$ cat src/rtl/mem_sched_pkg.sv
// Shared types for the memory port scheduler.
//   sched_state_t : arbitration / transfer FSM states
//   sched_src_t   : which requester owns the current transaction
//   word_t        : memory data word
package mem_sched_pkg;

   typedef enum logic [1:0] {
      IDLE  = 2'd0,
      ISSUE = 2'd1,
      WAIT  = 2'd2,
      DONE  = 2'd3
   } sched_state_t;

   typedef enum logic {
      SRC_INSTR = 1'b0,
      SRC_DATA  = 1'b1
   } sched_src_t;

   typedef logic [15:0] word_t;

   // Width of the starvation counter; covers STARVE_LIMIT up to 15.
   localparam int unsigned STARVE_W = 4;

endpackage

$ cat src/rtl/sched_lat_timer.sv
// Read-latency timer for the scheduler's WAIT state.
// Loadable down-counter; done_o is the terminal-count compare (count == 0).
//   clk_i      : clock
//   rst_i      : async active-low reset
//   load_i     : load load_val_i into the counter
//   load_val_i : start value
//   en_i       : decrement enable (holds at zero)
//   done_o     : counter has reached zero
module sched_lat_timer #(
   parameter int unsigned CNT_W = 2
) (
   input  logic             clk_i,
   input  logic             rst_i,
   input  logic             load_i,
   input  logic [CNT_W-1:0] load_val_i,
   input  logic             en_i,
   output logic             done_o
);

   logic [CNT_W-1:0] cnt_q;

   always_ff @(posedge clk_i or negedge rst_i) begin
      if (!rst_i) begin
         cnt_q <= '0;
      end else if (load_i) begin
         cnt_q <= load_val_i;
      end else if (en_i && (cnt_q != '0)) begin
         cnt_q <= cnt_q - 1'b1;
      end
   end

   assign done_o = (cnt_q == '0);

endmodule

$ cat src/rtl/mem_port_scheduler.sv
// Shares one 16-bit memory port between instruction fetch and data
// load/store, one outstanding transaction at a time. Data has priority;
// after STARVE_LIMIT consecutive data grants with a fetch waiting, the
// fetch is served.
//
//   state | meaning
//   ------+---------------------------------------------------------
//   IDLE  | arbitrate; latch address/wdata/source/direction on grant
//   ISSUE | one cycle: memory strobe + gnt pulse to the winner
//   WAIT  | read only: MEM_LATENCY cycles, capture mem_value_i on last
//   DONE  | one cycle: instr_rvalid_o or data_ack_o pulse
//
// Ports:
//   clk_i, rst_i                          : clock, async active-low reset
//   instr_req_i/addr_i/flush_i            : fetch request side
//   instr_gnt_o/rvalid_o/rdata_o          : fetch response side
//   data_re_i/we_i/addr_i/wdata_i         : load/store request side
//   data_gnt_o/ack_o/rdata_o              : load/store response side
//   busy_o                                : FSM not in IDLE
//   mem_value_i, mem_addr_o, mem_value_o,
//   mem_rd_en_o, mem_wr_en_o, mem_enable_o: memory pins
module mem_port_scheduler
   import mem_sched_pkg::*;
#(
   parameter int unsigned ADDR_WIDTH   = 8,
   parameter int unsigned MEM_LATENCY  = 2,
   parameter int unsigned STARVE_LIMIT = 3
) (
   input  logic                  clk_i,
   input  logic                  rst_i,
   input  logic                  instr_req_i,
   input  logic [31:0]           instr_addr_i,
   input  logic                  instr_flush_i,
   output logic                  instr_gnt_o,
   output logic                  instr_rvalid_o,
   output logic [15:0]           instr_rdata_o,
   input  logic                  data_re_i,
   input  logic                  data_we_i,
   input  logic [31:0]           data_addr_i,
   input  logic [15:0]           data_wdata_i,
   output logic                  data_gnt_o,
   output logic                  data_ack_o,
   output logic [15:0]           data_rdata_o,
   output logic                  busy_o,
   input  logic [15:0]           mem_value_i,
   output logic [ADDR_WIDTH-1:0] mem_addr_o,
   output logic [15:0]           mem_value_o,
   output logic                  mem_rd_en_o,
   output logic                  mem_wr_en_o,
   output logic                  mem_enable_o
);

   localparam int unsigned LAT_W = $clog2(MEM_LATENCY + 1);
   // Timer starts at MEM_LATENCY-1 so it hits zero in the last WAIT cycle.
   localparam logic [LAT_W-1:0]    LAT_LOAD   = LAT_W'(MEM_LATENCY - 1);
   localparam logic [STARVE_W-1:0] STARVE_MAX = STARVE_W'(STARVE_LIMIT);

   sched_state_t          state_q, state_d;
   sched_src_t            src_q;
   logic                  wr_q;
   logic [ADDR_WIDTH-1:0] addr_q;
   word_t                 wdata_q;
   word_t                 rdata_q;
   logic [STARVE_W-1:0]   starve_q;
   logic                  flush_q;

   logic data_req;
   logic grant_data;
   logic grant_instr;
   logic tmr_load;
   logic tmr_done;

   // Upper address bits are deliberately dropped.
   logic unused_addr_bits;
   assign unused_addr_bits = ^{instr_addr_i[31:ADDR_WIDTH], data_addr_i[31:ADDR_WIDTH]};

   assign data_req = data_re_i | data_we_i;

   sched_lat_timer #(
      .CNT_W (LAT_W)
   ) u_lat_timer (
      .clk_i      (clk_i),
      .rst_i      (rst_i),
      .load_i     (tmr_load),
      .load_val_i (LAT_LOAD),
      .en_i       (state_q == WAIT),
      .done_o     (tmr_done)
   );

   always_comb begin
      state_d     = state_q;
      grant_data  = 1'b0;
      grant_instr = 1'b0;
      tmr_load    = 1'b0;
      case (state_q)
         IDLE: begin
            if (data_req && ((starve_q < STARVE_MAX) || !instr_req_i)) begin
               grant_data = 1'b1;
               state_d    = ISSUE;
            end else if (instr_req_i) begin
               grant_instr = 1'b1;
               state_d     = ISSUE;
            end
         end
         ISSUE: begin
            if (wr_q) begin
               state_d = DONE;
            end else begin
               tmr_load = 1'b1;
               state_d  = WAIT;
            end
         end
         WAIT: begin
            if (tmr_done) begin
               state_d = DONE;
            end
         end
         DONE: begin
            state_d = IDLE;
         end
         default: begin
            state_d = IDLE;
         end
      endcase
   end

   always_ff @(posedge clk_i or negedge rst_i) begin
      if (!rst_i) begin
         state_q  <= IDLE;
         src_q    <= SRC_INSTR;
         wr_q     <= 1'b0;
         addr_q   <= '0;
         wdata_q  <= '0;
         rdata_q  <= '0;
         starve_q <= '0;
         flush_q  <= 1'b0;
      end else begin
         state_q <= state_d;

         if (grant_data || grant_instr) begin
            src_q   <= grant_data ? SRC_DATA : SRC_INSTR;
            // Simultaneous read and write requests resolve to a write.
            wr_q    <= grant_data & data_we_i;
            addr_q  <= grant_data ? data_addr_i[ADDR_WIDTH-1:0]
                                  : instr_addr_i[ADDR_WIDTH-1:0];
            wdata_q <= data_wdata_i;
         end

         if ((state_q == WAIT) && tmr_done) begin
            rdata_q <= mem_value_i;
         end

         if (state_q == IDLE) begin
            if (!instr_req_i || grant_instr) begin
               starve_q <= '0;
            end else if (grant_data && (starve_q < STARVE_MAX)) begin
               starve_q <= starve_q + 1'b1;
            end
         end

         if (state_q == IDLE) begin
            flush_q <= 1'b0;
         end else if ((src_q == SRC_INSTR) && instr_flush_i) begin
            flush_q <= 1'b1;
         end
      end
   end

   assign busy_o       = (state_q != IDLE);
   assign mem_rd_en_o  = (state_q == ISSUE) & ~wr_q;
   assign mem_wr_en_o  = (state_q == ISSUE) &  wr_q;
   assign mem_enable_o = (state_q == ISSUE);
   assign mem_addr_o   = addr_q;
   assign mem_value_o  = wdata_q;

   assign instr_gnt_o  = (state_q == ISSUE) && (src_q == SRC_INSTR);
   assign data_gnt_o   = (state_q == ISSUE) && (src_q == SRC_DATA);

   // A flush arriving in the DONE cycle itself must still kill the pulse.
   assign instr_rvalid_o = (state_q == DONE) && (src_q == SRC_INSTR) &&
                           !flush_q && !instr_flush_i;
   assign data_ack_o     = (state_q == DONE) && (src_q == SRC_DATA);

   assign instr_rdata_o = rdata_q;
   assign data_rdata_o  = rdata_q;

endmodule

$ cat config.mk
export PLATFORM = sky130hd
export DESIGN_NAME = mem_port_scheduler
export DESIGN_NICKNAME = d
export VERILOG_FILES = /design/src/rtl/mem_sched_pkg.sv /design/src/rtl/sched_lat_timer.sv /design/src/rtl/mem_port_scheduler.sv
export SDC_FILE = /design/constraint.sdc
export NUM_CORES = 1
export LEC_CHECK = 0
export ABC_AREA = 1
export BUFFER_PORTS_ARGS = -buffer_cell sky130_fd_sc_hd__buf_4
export CORE_UTILIZATION = 44
export DETAILED_ROUTE_END_ITERATION = 6
export GPL_TIMING_DRIVEN = 0
export PLACE_DENSITY = 0.84
export SLEW_MARGIN = 5
export SYNTH_ARGS = -nofsm -noshare
export SYNTH_HDL_FRONTEND = slang
export SYNTH_SLANG_ARGS = --single-unit
export TNS_END_PERCENT = 30
$ cat constraint.sdc
create_clock -name clk_i -period 3.3 [get_ports clk_i]
set_input_delay 0.66 -clock clk_i [delete_from_list [all_inputs] [get_ports clk_i]]
set_output_delay 0.66 -clock clk_i [all_outputs]
set_load 0.005 [all_outputs]
## Yosys cells after proc, flatten, opt, wreduce, memory -nomap -nowiden

Index checks and enable logic that the tools add are counted.

| storage, ports and cells | value |
|---|---|
| register bits after elaboration | 51 |
| input port bits | 102 |
| output and inout bits | 64 |
| word-level logic and storage cells | 69 |

| operators by class | value |
|---|---|
| add/subtract/negate cells | 2 |
| $lt $le $gt $ge | 1 |
| equal/unequal tests | 5 |
| muxes and demuxes | 20 |
| bitwise operators | 6 |
| reduce and logical (&&, ||, !) cells | 26 |

Operator list:

| cell | count |
|---|---|
| 1-bit logical AND | 11 |
| 1-bit 2-to-1 mux | 11 |
| 2-bit 2-to-1 mux | 5 |
| 2-bit nonzero test | 5 |
| 4-bit 2-to-1 mux | 2 |
| 8-bit 2-to-1 mux | 1 |
| 2-bit one-hot mux with 4 select lines | 1 |
| 4-bit by 1-bit adder with 4-bit output, second input constant | 1 |
| 2-bit equality test, second input constant | 2 |
| 2-bit zero test | 2 |
| 4-bit by 2-bit less-than comparator with 1-bit output, second input constant | 1 |
| 2-bit AND reduction | 2 |
| 1-bit AND | 3 |
| 1-bit zero test | 3 |
| 1-bit logical OR | 3 |
| 3-bit != test, second input constant | 1 |
| 2-bit by 1-bit equality test with 1-bit output, second input constant | 1 |
| 2-bit != test, second input constant | 1 |
| 1-bit NOT | 2 |
| 2-bit by 1-bit subtractor with 2-bit output, second input constant | 1 |
| 1-bit OR | 1 |

## Logic depth before layout (Yosys ltp)

| depth | value |
|---|---|
| word-level depth | 8 |
| depth in mapped cells | 8 |
| mapped depth without buffers | 7 |

## Hierarchy

A second synthesis with hierarchy kept.

| unflattened totals | value |
|---|---|
| cell total of the unflattened synthesis | 256 |
| area total of the unflattened synthesis | 2418.6 um^2 |

By module, submodules not included:

| module | instances | cells an instance | area each (um^2) | seq. area each (um^2) |
|---|---|---|---|---|
| mem_port_scheduler | 1 | 237 | 2290.9 | 1226.2 |
| sched_lat_timer | 1 | 19 | 127.6 | 50.0 |

## Worst setup path after synthesis

Ideal clock, no wire load.

| timing path | value |
|---|---|
| kind | flip-flop to output port |
| start | register state_q[1] |
| end | output mem_rd_en_o |
| arrival time | 0.904 ns |
| data required time | 2.640 ns |
| setup slack | 1.736 ns |
| stages on the path, launching flop included | 5 |
| path buffers | 0 |
| path through | dfrtp_1 -> inv_1 -> ha_1 -> inv_1 -> nor2_1 |

| on the way | value |
|---|---|
| word-level cells in the longest chain between the ends | 2 |

RTL lines:

| what | line | text |
|---|---|---|
| start, declared | mem_port_scheduler.sv:58 | `sched_state_t state_q, state_d;` |
| start signal, assigned | mem_port_scheduler.sv:138 | `state_q <= state_d;` |
| 2-bit by 1-bit equality test with 1-bit output | - |  |
| named net mem_enable_o | mem_port_scheduler.sv:50 | `output logic mem_enable_o` |
| 1-bit AND | mem_port_scheduler.sv:170 | `assign mem_rd_en_o = (state_q == ISSUE) & ~wr_q;` |
| end, declared | mem_port_scheduler.sv:48 | `output logic mem_rd_en_o,` |

The timed path passes the listed nets, and every way through them passes these cells.

## Worst setup path after layout

| timing path | value |
|---|---|
| start | register state_q[0] |
| end | output busy_o |

| on the way | value |
|---|---|
| word-level cells in the longest chain between the ends | 1 |

RTL lines:

| what | line | text |
|---|---|---|
| 2-bit nonzero test | mem_port_scheduler.sv:169 | `assign busy_o = (state_q != IDLE);` |
| end, declared | mem_port_scheduler.sv:44 | `output logic busy_o,` |

Every way passes these cells.

==> run summary <==
Counting instances in the post-synthesis netlist gives the leading cell types as 67 x sky130_fd_sc_hd__nand2_1, 51 x sky130_fd_sc_hd__dfrtp_1, 18 x sky130_fd_sc_hd__nor2_1, 17 x sky130_fd_sc_hd__buf_4, 17 x sky130_fd_sc_hd__inv_1. The post-route minimum period came out at 2154 ps. The setup clock skew after layout is 6.901 ps, and the top-area cell type share of the netlist area is 54.11%. The die covers 5657 µm².

166 I/O pins were placed. The min-delay analysis places its worst path in the category in -> async. For the global-route usage over all layers, the log shows 19.73%. The capture instance of the worst register-to-register path was data_rdata_o[6]. In the synthesized netlist the async set-or-reset flop fraction comes to 100.0%.

In this run, the number of DRC markers left after iteration 0 of detailed routing was 64. The synthesized netlist contains 22 unique library cells. The area used by sequential logic in the layout came out at 1276 µm². Detailed placement finished with a half-perimeter wire length of 4.276 mm.

Entering global routing, the biggest net connects 52 pins. The tools report the post-route standard cell area excluding fillers as 3410 µm². For the pin with the worst max-slew slack, the measured transition is 625.9 ps. The later pin in the worst-skew pair is clocked with a latency of 300 ps. The worst path arrival time is 1490 ps, and the fraction of the yosys area taken by sequential cells is 54.11%.

The tools report the number of hold violations in the final report as 0. Compared with the post-synthesis result, the final layout area differs by 44.56%. For this configuration, the core starts out at a cell density of 45.89%.

Setup repair after global routing left no endpoint under its margin. The tree built by TritonCTS fans out to 51 sinks. Cells with a size suffix above 1 make up 48.37% of the layout. The number of instances resized during post-cts repair is 0.

Category of cells accounting for the largest share of critical-path delay: buffers and inverters. The total area inside the core boundary comes to 5140 µm². Summed over all failing endpoints, the final setup total negative slack is 0 ps.

The startpoint identified for the worst register-to-register timing path is state_q[0]. The clock slew at the register clock pins of the worst setup and hold paths works out to 90 ps. The headroom to the max-slew limit came out at 58.27%.

sky130_fd_sc_hd__nand2_1 is the most common cell in the netlist. The placed cell area was 3324 µm²; the number of cells on the critical path was 5. The number of routed nets with antenna violations came out at 0. Buffers added to address setup during post-CTS repair amount to 0.

From left edge to right edge, the die measures 75.22 µm. The wire length per cell after detailed routing works out to 12.64 µm. The number of buffer cells added on primary ports is 117, and the ratio of final minimum period to clock period is 65.26%. Dividing the synthesized area by the synthesized cell count gives 9.706 µm². The clock tree buffer depth came out at 2.

The cell count after synthesis came out at 243. The tools report the kind of capture point of the worst setup path as an output pin. The cell type contributing the most total cell area after synthesis was sky130_fd_sc_hd__dfrtp_1.

The filler cells instantiated in the layout total 439. Routability-driven placement finished with a final weighted congestion of 0.8672. In the post-synthesis netlist, the biggest area contributors are sky130_fd_sc_hd__dfrtp_1 54%, sky130_fd_sc_hd__nand2_1 11%, sky130_fd_sc_hd__mux2_2 7.6%, sky130_fd_sc_hd__buf_4 5.4%, sky130_fd_sc_hd__ha_1 3.2%. The worst-case IR drop observed on VDD is 438.0 µV.

The routed layout has 2029 vias. The final number of max-transition violations came out at 0. The pre-antenna-repair detailed-routing pass consisted of 4 iterations. The run finished with clean final reports. The clock tree root buffer cell is sky130_fd_sc_hd__clkbuf_8.

The maximum fanout count along the critical path works out to 8. In this run the vertical extent of the chip is 75.22 µm. In this run the core area contains 26 standard-cell rows. Final hold analysis gives a worst-case slack of 377.9 ps. The slowest cell on the critical path is sky130_fd_sc_hd__dfrtp_1. The logs give 0 for the number of antenna violations at the first check in global routing and 0 for the final number of setup-violating endpoints. In the routed design, unresolved DRC markers number 0. Counting the buffers created by CTS gives 5. The total power density per cell area came out at 913.0 nW/µm².

Across the run, the number of max-cap violations was 0. The number of antenna diodes in the final layout is 0. The post-cts hold buffer count came out at 0. For this run the aggregate overflow at the end of global routing stands at 0. The most numerous cell type found on the critical path is sky130_fd_sc_hd__inv_1.

TritonCTS built the clock tree. The register bit count reported by yosys came out at 51. When the netlist entered floorplanning its net count stood at 351. The logs give 1899 for the via count of the first global-routing pass and 8.418 mm for the wire length of the first global-routing pass.

The tools report the kind of start point of the critical path as a register. Together, buffers and inverters on the worst path number 4. The Yosys step of the flow raised 0 warnings. The run gives 2359 µm² as the cell area after synthesis. The H-tree was split into 2 levels.

The signal on the critical path passes through inv_1 > ha_1 > buf_2 > inv_1 > buf_4. The data required time at the worst endpoint is 2640 ps, and the delay of the slowest critical-path stage is 410 ps. Using the TritonRoute via totals, the vias-per-cell ratio works out to 4.632. The type of the worst setup path is reg -> out. The number of enable flip-flop cells after synthesis was 0; the worst-case register-to-register setup slack was 1550 ps. The most used flip-flop cell after synthesis is sky130_fd_sc_hd__dfrtp_1. The total wire length was 5.535 mm; the number of cells on the worst reg-to-reg path was 5. For this design the static power due to leakage is 1.841 nW.

The run gives 840.8 µm² as the area used by multi-input combinational logic. Derived from the worst setup path, the maximum achievable clock frequency is 464.3 MHz. At the end of the flow, the number of nets in the layout was 475.
## worst max-delay path by stage
stage	from	endpoint	slack [ps]
final	state_q[0]	busy_o	1150
after global routing	state_q[0]	busy_o	1050
after CTS	state_q[0]	busy_o	1140
after detailed placement	data_re_i	mem_addr_o[5]	1430
after global placement	data_re_i	mem_addr_o[6]	1420
after floorplan	state_q[1]	mem_rd_en_o	1740
## kinds of logic after synthesis
group / after synthesis / share of synthesized area, %
mux: 17 / 8.064
fa+ha+maj: 6 / 3.183
flops: 51 / 54.11
compound gates: 21 / 5.199
simple gates: 106 / 19.20
buf+inv: 42 / 10.24
## stage by stage
step                      worst slack, ps  power [mW]  std cells  utilization [%]
after global routing                 1052       3.399        438            66.33
after detailed placement             1427       2.803        430            64.68
after CTS                            1142       3.154        438            66.33
final                                1146       3.113        438            66.33
after floorplan                      1736       1.954        243                -
after global placement               1423       2.719        430            64.68
## worst register-to-register path, delay by kind of cell, from the launching register on
| family | cells | cell delay, ps |
|---|---|---|
| buffers and inverters | 2 | 420 |
| DFF | 1 | 380 |
| muxes | 1 | 380 |
| and+or+nand+nor | 1 | 240 |
| adders and majority gates | 1 | 230 |
## sequential cells by signal, summed over array words and instances (netlist names)
signal,count
wr_q,1
u_lat_timer.cnt_q,2
mem_value_o,16
src_q,1
state_q,2
mem_addr_o,8
flush_q,1
starve_q,4
data_rdata_o,16
## routing by layer
metal | share of wire (%) | global-route usage [%] | vias up
li1 | - | - | 1006
met1 | 40 | 23.15 | 935
met2 | 51 | 36.44 | 82
met3 | 8.5 | 5.355 | 6
met4 | 0.65 | 3.704 | 0
met5 | 0 | 0 | -
## cell usage in the layout, fill, tap and decap left out, drive strengths merged
master    synthesis  final
buf              23    140
nand4             9      9
mux2i             1      1
mux2             16     16
o21ai            10     10
a21oi            10     10
clkinv            0      1
dfrtp            51     51
nor2             19     19
inv              19     19
clkinvlp          0      1
ha                6      6
nand2            68     68
clkbuf            0      6
nor3              1      1
nand3             1      1
a211oi            1      1
or2               8      8
## power breakdown
group | leakage (nW) | internal, mW | total, mW | switching (mW)
sequential | 0.619 | 0.929 | 1.13 | 0.198
combinational | 1.18 | 0.942 | 1.64 | 0.697
clock | 0.0412 | 0.149 | 0.347 | 0.198
## cell type report
cell class	instances	area share, %
inverter	19	2.092
tap	70	2.569
multi-input combinational	150	24.66
buffer	23	4.991
timing repair buffer	117	25.76
clock inverter	2	0.3670
clock buffer	6	2.128
sequential	51	37.43
Note: power is estimated with default switching activity, not from simulation.
